<file path="src/rtl/skin_region_stats.sv">
// -----------------------------------------------------------------------------
// skin_region_stats
//   Per-frame statistics for the binary skin mask stream: skin pixel count and
//   bounding box of the skin pixels. At each frame boundary (vsync rising edge)
//   the finished frame's results are latched into the output registers and
//   result_valid pulses for one clk.
//
// Optional feature (macro SKIN_STATS_SUMS_EN):
//   Adds sum_x / sum_y outputs (sum of skin pixel coordinates) so software can
//   compute the centroid as sum/count.
//
// Ports:
//   clk          pixel clock
//   rst_n        asynchronous active-low reset
//   ce           clock enable; no state changes while low
//   de_in        data enable of the mask stream
//   hsync_in     hsync of the mask stream (registered only)
//   vsync_in     vsync, active high; rising edge starts a frame
//   skin[7:0]    mask pixel; nonzero = skin
//   skin_count   skin pixels in last complete frame
//   x_min/x_max  bounding box columns of last frame
//   y_min/y_max  bounding box rows of last frame
//   empty        last frame had no skin pixels
//   result_valid one-clk strobe after the result registers update
//   sum_x/sum_y  (SKIN_STATS_SUMS_EN only) coordinate sums of last frame
// -----------------------------------------------------------------------------
module skin_region_stats #(
    parameter int X_W   = 11,
    parameter int Y_W   = 10,
    parameter int CNT_W = 21
) (
    input  logic             clk,
    input  logic             rst_n,
    input  logic             ce,
    input  logic             de_in,
    input  logic             hsync_in,
    input  logic             vsync_in,
    input  logic [7:0]       skin,
    output logic [CNT_W-1:0] skin_count,
    output logic [X_W-1:0]   x_min,
    output logic [X_W-1:0]   x_max,
    output logic [Y_W-1:0]   y_min,
    output logic [Y_W-1:0]   y_max,
    output logic             empty,
    output logic             result_valid
`ifdef SKIN_STATS_SUMS_EN
    ,
    output logic [CNT_W+X_W-1:0] sum_x,
    output logic [CNT_W+Y_W-1:0] sum_y
`endif
);

    typedef enum logic {ST_WAIT_FRAME, ST_ACTIVE} state_t;

    state_t           r_state, w_state_nxt;
    logic             w_latch;

    logic             r_vsync_q, r_de_q, r_hsync_q;
    logic [X_W-1:0]   r_x;
    logic [Y_W-1:0]   r_y;

    logic [CNT_W-1:0] r_cnt;
    logic [X_W-1:0]   r_bx_min, r_bx_max;
    logic [Y_W-1:0]   r_by_min, r_by_max;

    logic [CNT_W-1:0] r_skin_count;
    logic [X_W-1:0]   r_x_min, r_x_max;
    logic [Y_W-1:0]   r_y_min, r_y_max;
    logic             r_empty, r_valid;

    // Edges are qualified with ce so every consumer sees them only on
    // cycles where state is allowed to move.
    logic             w_vs_rise, w_de_fall, w_pix;
    logic [X_W-1:0]   w_px;
    logic [Y_W-1:0]   w_py;

    assign w_vs_rise = ce & vsync_in & ~r_vsync_q;
    assign w_de_fall = ce & ~de_in & r_de_q;
    assign w_pix     = de_in & (skin != 8'd0);
    // A pixel arriving with the vsync edge is the first pixel of the new frame.
    assign w_px      = w_vs_rise ? '0 : r_x;
    assign w_py      = w_vs_rise ? '0 : r_y;

    // ---------------- FSM ----------------
    always_ff @(posedge clk or negedge rst_n) begin
        if (!rst_n) r_state <= ST_WAIT_FRAME;
        else        r_state <= w_state_nxt;
    end

    always_comb begin
        w_state_nxt = r_state;
        w_latch     = 1'b0;
        case (r_state)
            ST_WAIT_FRAME: if (w_vs_rise) w_state_nxt = ST_ACTIVE;
            ST_ACTIVE:     if (w_vs_rise) w_latch = 1'b1;
            default:       w_state_nxt = ST_WAIT_FRAME;
        endcase
    end

    // ---------------- edge history + coordinates ----------------
    always_ff @(posedge clk or negedge rst_n) begin
        if (!rst_n) begin
            r_vsync_q <= 1'b0;
            r_de_q    <= 1'b0;
            r_hsync_q <= 1'b0;
            r_x       <= '0;
            r_y       <= '0;
        end else if (ce) begin
            r_vsync_q <= vsync_in;
            r_de_q    <= de_in;
            r_hsync_q <= hsync_in;
            // On vs_rise the current pixel (if any) sits at column 0, so the
            // next column is 1.
            if (w_vs_rise)
                r_x <= {{(X_W-1){1'b0}}, de_in};
            else if (w_de_fall)
                r_x <= '0;
            else if (de_in && (r_x != '1))
                r_x <= r_x + 1'b1;

            if (w_vs_rise)
                r_y <= '0;
            else if (w_de_fall && (r_y != '1))
                r_y <= r_y + 1'b1;
        end
    end

    // ---------------- per-frame accumulators ----------------
    always_ff @(posedge clk or negedge rst_n) begin
        if (!rst_n) begin
            r_cnt    <= '0;
            r_bx_min <= '0;
            r_bx_max <= '0;
            r_by_min <= '0;
            r_by_max <= '0;
        end else if (w_vs_rise) begin
            // New frame: either empty, or loaded with the (0,0) pixel. The
            // box is all zero in both cases.
            r_cnt    <= {{(CNT_W-1){1'b0}}, w_pix};
            r_bx_min <= '0;
            r_bx_max <= '0;
            r_by_min <= '0;
            r_by_max <= '0;
        end else if (ce && (r_state == ST_ACTIVE) && w_pix) begin
            if (r_cnt != '1) r_cnt <= r_cnt + 1'b1;
            // Count still zero means this is the frame's first skin pixel.
            if (r_cnt == '0) begin
                r_bx_min <= w_px;
                r_bx_max <= w_px;
                r_by_min <= w_py;
                r_by_max <= w_py;
            end else begin
                if (w_px < r_bx_min) r_bx_min <= w_px;
                if (w_px > r_bx_max) r_bx_max <= w_px;
                if (w_py < r_by_min) r_by_min <= w_py;
                if (w_py > r_by_max) r_by_max <= w_py;
            end
        end
    end

    // ---------------- result registers ----------------
    always_ff @(posedge clk or negedge rst_n) begin
        if (!rst_n) begin
            r_skin_count <= '0;
            r_x_min      <= '0;
            r_x_max      <= '0;
            r_y_min      <= '0;
            r_y_max      <= '0;
            r_empty      <= 1'b1;
            r_valid      <= 1'b0;
        end else begin
            // Not gated by ce: the strobe always drops after one clk.
            r_valid <= w_latch;
            if (w_latch) begin
                r_skin_count <= r_cnt;
                r_x_min      <= r_bx_min;
                r_x_max      <= r_bx_max;
                r_y_min      <= r_by_min;
                r_y_max      <= r_by_max;
                r_empty      <= (r_cnt == '0);
            end
        end
    end

    assign skin_count   = r_skin_count;
    assign x_min        = r_x_min;
    assign x_max        = r_x_max;
    assign y_min        = r_y_min;
    assign y_max        = r_y_max;
    assign empty        = r_empty;
    assign result_valid = r_valid;

`ifdef SKIN_STATS_SUMS_EN
    logic [CNT_W+X_W-1:0] r_acc_x, r_sum_x;
    logic [CNT_W+Y_W-1:0] r_acc_y, r_sum_y;

    always_ff @(posedge clk or negedge rst_n) begin
        if (!rst_n) begin
            r_acc_x <= '0;
            r_acc_y <= '0;
            r_sum_x <= '0;
            r_sum_y <= '0;
        end else begin
            if (w_latch) begin
                r_sum_x <= r_acc_x;
                r_sum_y <= r_acc_y;
            end
            // A pixel on the vsync edge is at (0,0) and contributes nothing.
            if (w_vs_rise) begin
                r_acc_x <= '0;
                r_acc_y <= '0;
            end else if (ce && (r_state == ST_ACTIVE) && w_pix) begin
                r_acc_x <= r_acc_x + {{CNT_W{1'b0}}, w_px};
                r_acc_y <= r_acc_y + {{CNT_W{1'b0}}, w_py};
            end
        end
    end

    assign sum_x = r_sum_x;
    assign sum_y = r_sum_y;
`endif

endmodule
</file>
<file path="config.mk">
export PLATFORM = sky130hd
export DESIGN_NAME = skin_region_stats
export DESIGN_NICKNAME = d
export VERILOG_FILES = /design/src/rtl/skin_region_stats.sv
export SDC_FILE = /design/constraint.sdc
export NUM_CORES = 1
export LEC_CHECK = 0
export BUFFER_PORTS_ARGS = -buffer_cell sky130_fd_sc_hd__buf_2
export CORE_MARGIN = 4
export CORE_UTILIZATION = 45
export DETAILED_ROUTE_END_ITERATION = 8
export GPL_ROUTABILITY_DRIVEN = 0
export GPL_TIMING_DRIVEN = 0
export PLACE_DENSITY = 0.72
export SKIP_CTS_REPAIR_TIMING = 1
export SLEW_MARGIN = 40
export SYNTH_ARGS = -nofsm -noshare
export SYNTH_HDL_FRONTEND = slang
export SYNTH_SLANG_ARGS = --single-unit
</file>
<file path="constraint.sdc">
create_clock -name clk -period 6.8 [get_ports clk]
set_input_delay 1.36 -clock clk [delete_from_list [all_inputs] [get_ports clk]]
set_output_delay 1.36 -clock clk [all_outputs]
set_load 0.1 [all_outputs]
</file>
-- Yosys cells after proc, flatten, opt, wreduce, memory -nomap -nowiden
Index checks and enable logic that the tools add are counted.
- bits in registers: 152
- latch bits: 0
- memory bits (writable): 0
- memory bits (read-only): 0
- input bits: 14
- output and inout port bits: 65
- memories kept: 0
- add/subtract/negate cells: 3
- multipliers: 0
- div/mod/pow operators: 0
- order comparisons: 4
- eq/ne operators: 3
- shifts and indexed selects: 0
- multiplexer cells: 29
- bitwise logic cells: 7
- reduce and logical (&&, ||, !) cells: 21
- operators by type and width (operator ; number):
    $mux 11 ; 12
    $mux 10 ; 11
    $mux 21 ; 3
    $add 21x1->21 const B ; 1
    $logic_not 21->1 ; 1
    $ne 21x21->1 const B ; 1
    $reduce_bool 3->1 ; 5
    $reduce_and 2->1 ; 7
    $add 11x1->11 const B ; 1
    $gt 11x11->1 ; 1
    $lt 11x11->1 ; 1
    $ne 11x11->1 const B ; 1
    $add 10x1->10 const B ; 1
    $gt 10x10->1 ; 1
    $lt 10x10->1 ; 1
    $ne 10x10->1 const B ; 1
    $reduce_bool 8->1 ; 1
    $reduce_bool 2->1 ; 3
    $and 1x1->1 ; 5
    $logic_and 1x1->1 ; 4
    $mux 1 ; 3
    $not 1->1 ; 2

-- Logic depth before layout (Yosys ltp)
Gate-level depths: netlist (run 1).
- depth in word-level cells: 8
- gate-level depth with buffers: 14
- mapped depth without buffers: 10

-- Least setup slack after synthesis (run 1)
Ideal clock, no wire load.
- path kind: input-to-reg
- start point: input port ce
- end point: register r_by_max[0]
- library setup time: 125 ps
- data arrival time: 3947 ps
- required time: 6675 ps
- path slack: 2728 ps
- stages on the path: 11
- cell sequence: buf_2 > nand3b_2 > buf_2 > clkbuf_1 > and2_1 > ha_1 > and4_1 > o211ai_1 > o311a_2 > nor3_4 > mux2_2
- word-level cells in the longest chain between the ends: 7
- ends and longest elaborated chain (item ; RTL line ; source):
    from (decl) ; 34 ; input logic ce,
    parallel branches: the longest is 7 deep, another holds $gt 10x10->1 ; n/a ;
    to (signal assigned) ; 151 ; r_by_max <= w_py;
    to (signal assigned) ; 156 ; if (w_py > r_by_max) r_by_max <= w_py;
    to (decl) ; 64 ; logic [Y_W-1:0] r_by_min, r_by_max;
Parallel ways; which one is timed is not known. The select of a mux whose other input is x is not followed.
A chain may end at the register's enable or synchronous reset.

-- Worst setup path after layout (run 1)
- start point: input port ce
- end point: register r_by_max[6]
The elaborated chain is that of the path after synthesis.

==> flow_summary.ini, run 1 <==
[floorplanning]
core_area_um2 = 16000
die_y_um = 136
row_count = 46
die_w_um = 136
io_pins = 79
dieArea_um2 = 18600
initial_core_util_pct = 46.4

[worst_hold_path]
min_from = x_max[5]$_DFFE_PN0P_
hold-path-cell-count = 2
hold_path.class = register to register
min_to = x_max[5]$_DFFE_PN0P_

[clock_network]
cts-htree-levels = 4
cts_buffers = 17
clk_pin_slew_worst_paths_ns = 0.06
cts_sinks = 152
cts_tree = done
clk_latency_ns = 0.42
cts_root_buf = clkbuf_16
clk_path_buf_depth = 2

[place]
dp_hpwl_um = 12100
place_ws_ns = 1.92
port_buffers = 77
dp_cells = 996

[timing]
fin_skew_ns = 0.00898
worstMarginPinSlew_ns = 0.634
post-route-period-util_pct = 65.5
relSlewSlack_pct = 57.5
tns_ns = 0
fmax_mhz = 225
timing.final.ws_setup_ns = 2.35
finalHoldViolations = 0
drv_slew = 0
fin_crit_ns = 4.45
setup-violations-final = 0
rsz0062_at_grt = false

[synth]
netlist_area_um2 = 7430
synth.net_count = 752
synth_top_area_share_pct = 50.9
syn_inst = 701
yosys-top-cells-area = dfrtp_1, mux2_2, ha_1
netlist_top_cells_count = dfrtp_1, nand2_1, mux2_2, o21ai_0, nor2_1
synth_most_common_cell = dfrtp_1
synth_top_area_cell = dfrtp_1
ys.flop_type = dfrtp_1
ys_seq_area_share_pct = 51.2
synth.distinct_cells = 56
synthArstFlopShare_pct = 100
synth_edf_count = 0
yosys_register_bits = 152
synth_warnings = 0
syn-mean-instance-area_um2 = 10.6

[detailed_routing]
drtIter0Drc = 355
drc_errors = 0
antenna_left = 0
wl_per_cell_um = 16.3
viasPerCell = 5.32
drt_wl_total_um = 16700
via_count = 5471
drtPass1Iterations = 5

[worst_setup_path]
worstPathRequired_ns = 7.10
ff2ff_path_depth = 10
r2r-start = r_vsync_q$_DFFE_PN0P_
r2r_setup_slack_ns = 3.07
critical-path-slowest-cell = nor3_4
slowest_delay_ns = 0.49
crit_fanout = 10
startpoint_type = primary input
timing.rr.end = r_by_max[6]$_DFFE_PN0P_
crit_top_cell = buf_2
crit_path_end_kind = register
timing_worst_setup_path_type = primary input to register
crit_arrival_ns = 4.76
cp_cell_sequence = buf_2 -> buf_2 -> nand3b_2 -> buf_2 -> clkbuf_1 -> and2_1 -> ha_1 -> and4_1 -> o211ai_1 -> o311a_2 -> nor3_4 -> mux2_2

[pwr]
switching_power_mw = 1.14
p_comb_share_pct = 31.9
ir_drop_mv = 0.211
p_leak_nw = 4.29
pwr-share-seq_pct = 36.1
swShare_pct = 37.7
powerDensity_nw_per_um2 = 345
power_frac_clock_pct = 32.0
p_int_mw = 1.88

[final_layout]
nets = 850
syn_to_final_growth_pct = 17.9
final_util_pct = 54.7
final_cells = 1029
drive_gt1_share_pct = 23.3

[grt]
antenna_found_initial = 1
grt-ovfl-total = 0
grt_pass1_wl_um = 27700
grt_pass1_vias = 5473
grt_max_degree = 70
grt_usage_pct = 19.2

[outcome]
status = completed

[flow_run]
drv_cap = 0
-- per-layer routing --
metal / track usage (%) / wire (um) / vias up
met5: 0 / 0 / -
li1: - / - / 2640
met4: 7.11 / 343 / 0
met2: 30.8 / 8040 / 128
met1: 25.7 / 7610 / 2676
met3: 4.00 / 728 / 27
-- per-stage QoR --
stage	power (mW)	cell area, um2	hold slack, ns
6_report	3.02	8750	0.468
5_1_grt	3.16	8750	0.490
4_1_cts	3.04	8750	0.478
3_5_place_dp	2.07	8150	0.466
3_3_place_gp	2.04	8080	0.457
2_1_floorplan	1.86	7430	0.472
-- area by class of cell --
type,instances,area (um2)
inverters,48,180
clock inverters,9,125
well taps,216,270
diodes,1,2.50
repair buffers,79,450
plain buffers,25,100
clock buffers,23,478
multi-input cells,476,3340
fillers,1455,7250
flip-flops and latches,152,3800
-- cells by family after synthesis --
logic type / Yosys count / synth area share (%)
AND/OR/NAND/NOR: 227 / 15.6
AO/OA/AOI/OAI: 111 / 8.98
multiplexers: 68 / 10.3
adder cells (fa/ha/maj): 38 / 6.37
flip-flops: 152 / 51.2
XOR/XNOR: 32 / 3.77
buffers and inverters: 73 / 3.77
-- placed cells by master (no fill, tap or decap), types with 4 or more instances in the layout --
cell / n
or3_1: 6
nor3_1: 4
dfrtp_1: 151
clkinv_2: 4
and4_1: 6
a21oi_1: 21
clkbuf_1: 20
inv_1: 48
xor2_1: 22
clkbuf_16: 17
o21ai_0: 58
nand2b_1: 5
xnor2_1: 10
nand2_1: 70
nand4_1: 12
a21o_1: 4
a41oi_1: 4
buf_2: 81
ha_1: 37
a211oi_1: 4
and3_1: 8
nand3_1: 20
mux2_2: 67
and2_1: 23
nor2_1: 49
-- worst max path at each step --
stage,slack [ns],cells after the start,start,end
2_1_floorplan,2.73,11,ce,r_by_max[0]$_DFFE_PN0P_
3_3_place_gp,1.94,12,ce,r_by_max[1]$_DFFE_PN0P_
3_5_place_dp,1.92,12,ce,r_by_max[9]$_DFFE_PN0P_
4_1_cts,2.34,12,ce,r_by_max[9]$_DFFE_PN0P_
5_1_grt,2.15,14,ce,r_bx_max[0]$_DFFE_PN0P_
6_report,2.35,12,ce,r_by_max[6]$_DFFE_PN0P_
-- registers in the layout, summed over array words and instances (netlist names) --
name,count
r_cnt,21
skin_count,21
r_bx_max,11
r_bx_min,11
r_x,11
x_max,11
x_min,11
r_by_max,10
r_by_min,10
r_y,10
y_max,10
y_min,10
empty,1
r_de_q,1
r_state,1
r_vsync_q,1
result_valid,1
-- worst max-delay path: cells and delay by family --
| kind | cells | cell delay (ns) |
|---|---|---|
| buffers and inverters | 4 | 0.84 |
| AND/OR/NAND/NOR | 4 | 1.22 |
| adder cells (fa/ha/maj) | 1 | 0.33 |
| multiplexers | 1 | 0.40 |
| AO/OA/AOI/OAI | 2 | 0.61 |
-- power groups by stage --
stage | Combinational (mW) | Sequential, mW | Clock, mW
after floorplan | 0.390 | 1.47 | 0
after CTS | 0.969 | 1.09 | 0.980
after global placement | 0.948 | 1.10 | 0
after global routing | 1.03 | 1.10 | 1.03
after detailed placement | 0.966 | 1.10 | 0
final | 0.961 | 1.09 | 0.966
Note: power is estimated with default switching activity, not from simulation.
==> inputs of run 2 (changes only) <==
Settings changed: PLACE_DENSITY 0.72 to 0.74.
Clock period 6.8 ns to 3.7 ns, I/O delays scaled along.
==> run 2 against run 1 <==
Net effect: combinational power grew 90%; wire length increased by 0.69%; clock-buffer cell count decreased by 1; sequential power is 83% higher; cell count unchanged; critical endpoint is now r_bx_max[8]$_DFFE_PN0P_.
==> flow_summary.ini, run 2 (synthesis results as in run 1) <==
[pwr]
pwr-share-seq_pct = 35.1
p_comb_share_pct = 32.0
swShare_pct = 37.1
powerDensity_nw_per_um2 = 646
switching_power_mw = 2.11
p_int_mw = 3.58
power_frac_clock_pct = 32.9
ir_drop_mv = 0.378
p_leak_nw = 4.33

[grt]
grt_usage_pct = 18.9
met1_usage_pct = 25.4
grt-ovfl-total = 0
grt_max_degree = 77
use_met2_pct = 31.0
busiest_layer = met2
grt_pass1_vias = 5517
use_met3_pct = 3.85
grt_pass1_wl_um = 27600
antenna_found_initial = 0

[detailed_routing]
drt_wl_total_um = 16800
viasPerCell = 5.28
drtIter0Drc = 284
wl_per_cell_um = 16.4
drtPass1Iterations = 5
drc_errors = 0
antenna_left = 0
via_count = 5435

[worst_setup_path]
crit_arrival_ns = 3.89
worstPathRequired_ns = 4.00
crit_fanout = 10
startpoint_type = primary input
timing_worst_setup_path_type = primary input to register
crit_path_end_kind = register

[floorplanning]
die_w_um = 136
dieArea_um2 = 18600
initial_core_util_pct = 46.4
die_y_um = 136
row_count = 46
core_area_um2 = 16000
io_pins = 79

[final_layout]
layout_commonest_cell = dfrtp_1
drive_gt1_share_pct = 23.6
final_util_pct = 55.1
diodes = 0
final_area_um2 = 8810
most-common-layout-cells = dfrtp_1, buf_2, nand2_1, mux2_2, o21ai_0
final_cells = 1029
syn_to_final_growth_pct = 18.7
nets = 851

[clock_network]
cts_sinks = 152
cts-htree-levels = 4
clk_path_buf_depth = 2
cts_buffers = 17
cts_tree = done
clk_latency_ns = 0.43
clk_pin_slew_worst_paths_ns = 0.06
cts_root_buf = clkbuf_16

[timing]
fmax_mhz = 279
setup-violations-final = 0
fin_crit_ns = 3.58
worstMarginPinSlew_ns = 0.740
fin_skew_ns = 0.0113
finalHoldViolations = 0
post-route-period-util_pct = 96.8
timing.final.ws_setup_ns = 0.117
fin_hold_ws_ns = 0.183
drv_slew = 0
relSlewSlack_pct = 50.7

[place]
place_area_um2 = 8140
port_buffers = 77
dp_cells = 996
dp_hpwl_um = 12000
place_ws_ns = -0.551

[flow_run]
drv_cap = 0

[outcome]
status = completed

[worst_hold_path]
hold_path.class = primary input to async pin
==> run 2: power by group through the flow <==
stage | combinational, mW | sequential [mW] | clock [mW]
after detailed placement | 1.77 | 2.02 | 0
final | 1.83 | 2.00 | 1.87
after CTS | 1.79 | 2.00 | 1.90
after floorplan | 0.718 | 2.70 | 0
after global placement | 1.74 | 2.01 | 0
after global routing | 1.96 | 2.02 | 1.97
==> run 2: metrics by stage <==
stage               TNS [ns]  power (mW)
floorplan                  0        3.42
global placement      -67.50        3.75
detailed placement    -14.78        3.80
CTS                    -2.22        5.68
global route          -0.587        5.95
finish                     0        5.70
==> run 2: layer usage <==
layer  vias to the layer above  wire, um
met4                         0       184
met3                        14       714
met1                      2685      7640
met2                        99      8300
met5                         -         0
li1                       2637         -
==> run 2: area by class of cell <==
class / instances / area (um2)
plain buffers: 25 / 108
clock buffers: 22 / 454
clock inverters: 10 / 178
fillers: 1449 / 7190
inverters: 48 / 180
multi-input cells: 476 / 3350
flip-flops and latches: 152 / 3800
well taps: 216 / 270
repair buffers: 80 / 463
==> run 2: path summary, 6_finish.rpt <==
| path | from | to | slack (ns) | cells after the start |
|---|---|---|---|---|
| hold / removal | rst_n | x_min[3]$_DFFE_PN0P_ | 0.18 | 1 |
| hold reg to reg | x_max[6]$_DFFE_PN0P_ | x_max[6]$_DFFE_PN0P_ | 0.47 | 2 |
| setup / recovery | ce | r_bx_max[8]$_DFFE_PN0P_ | 0.12 | 14 |
| min in group clk | x_max[6]$_DFFE_PN0P_ | x_max[6]$_DFFE_PN0P_ | 0.47 | 2 |
| max in group asynchronous | rst_n | empty$_DFFE_PN1P_ | 2.84 | 2 |
| setup reg to reg | r_vsync_q$_DFFE_PN0P_ | r_bx_max[8]$_DFFE_PN0P_ | 0.29 | 12 |
==> run 2: worst max-delay path, stage by stage <==
cell and delay [ns]:
buf_2 0.11, buf_2 0.23, nand3b_4 0.16, clkbuf_4 0.24, clkbuf_2 0.21, and2_1 0.25, ha_1 0.34, and4_1 0.22
nand3_1 0.15, a211oi_2 0.30, o21ai_0 0.13, o21ai_1 0.22, buf_4 0.23, mux2_2 0.35
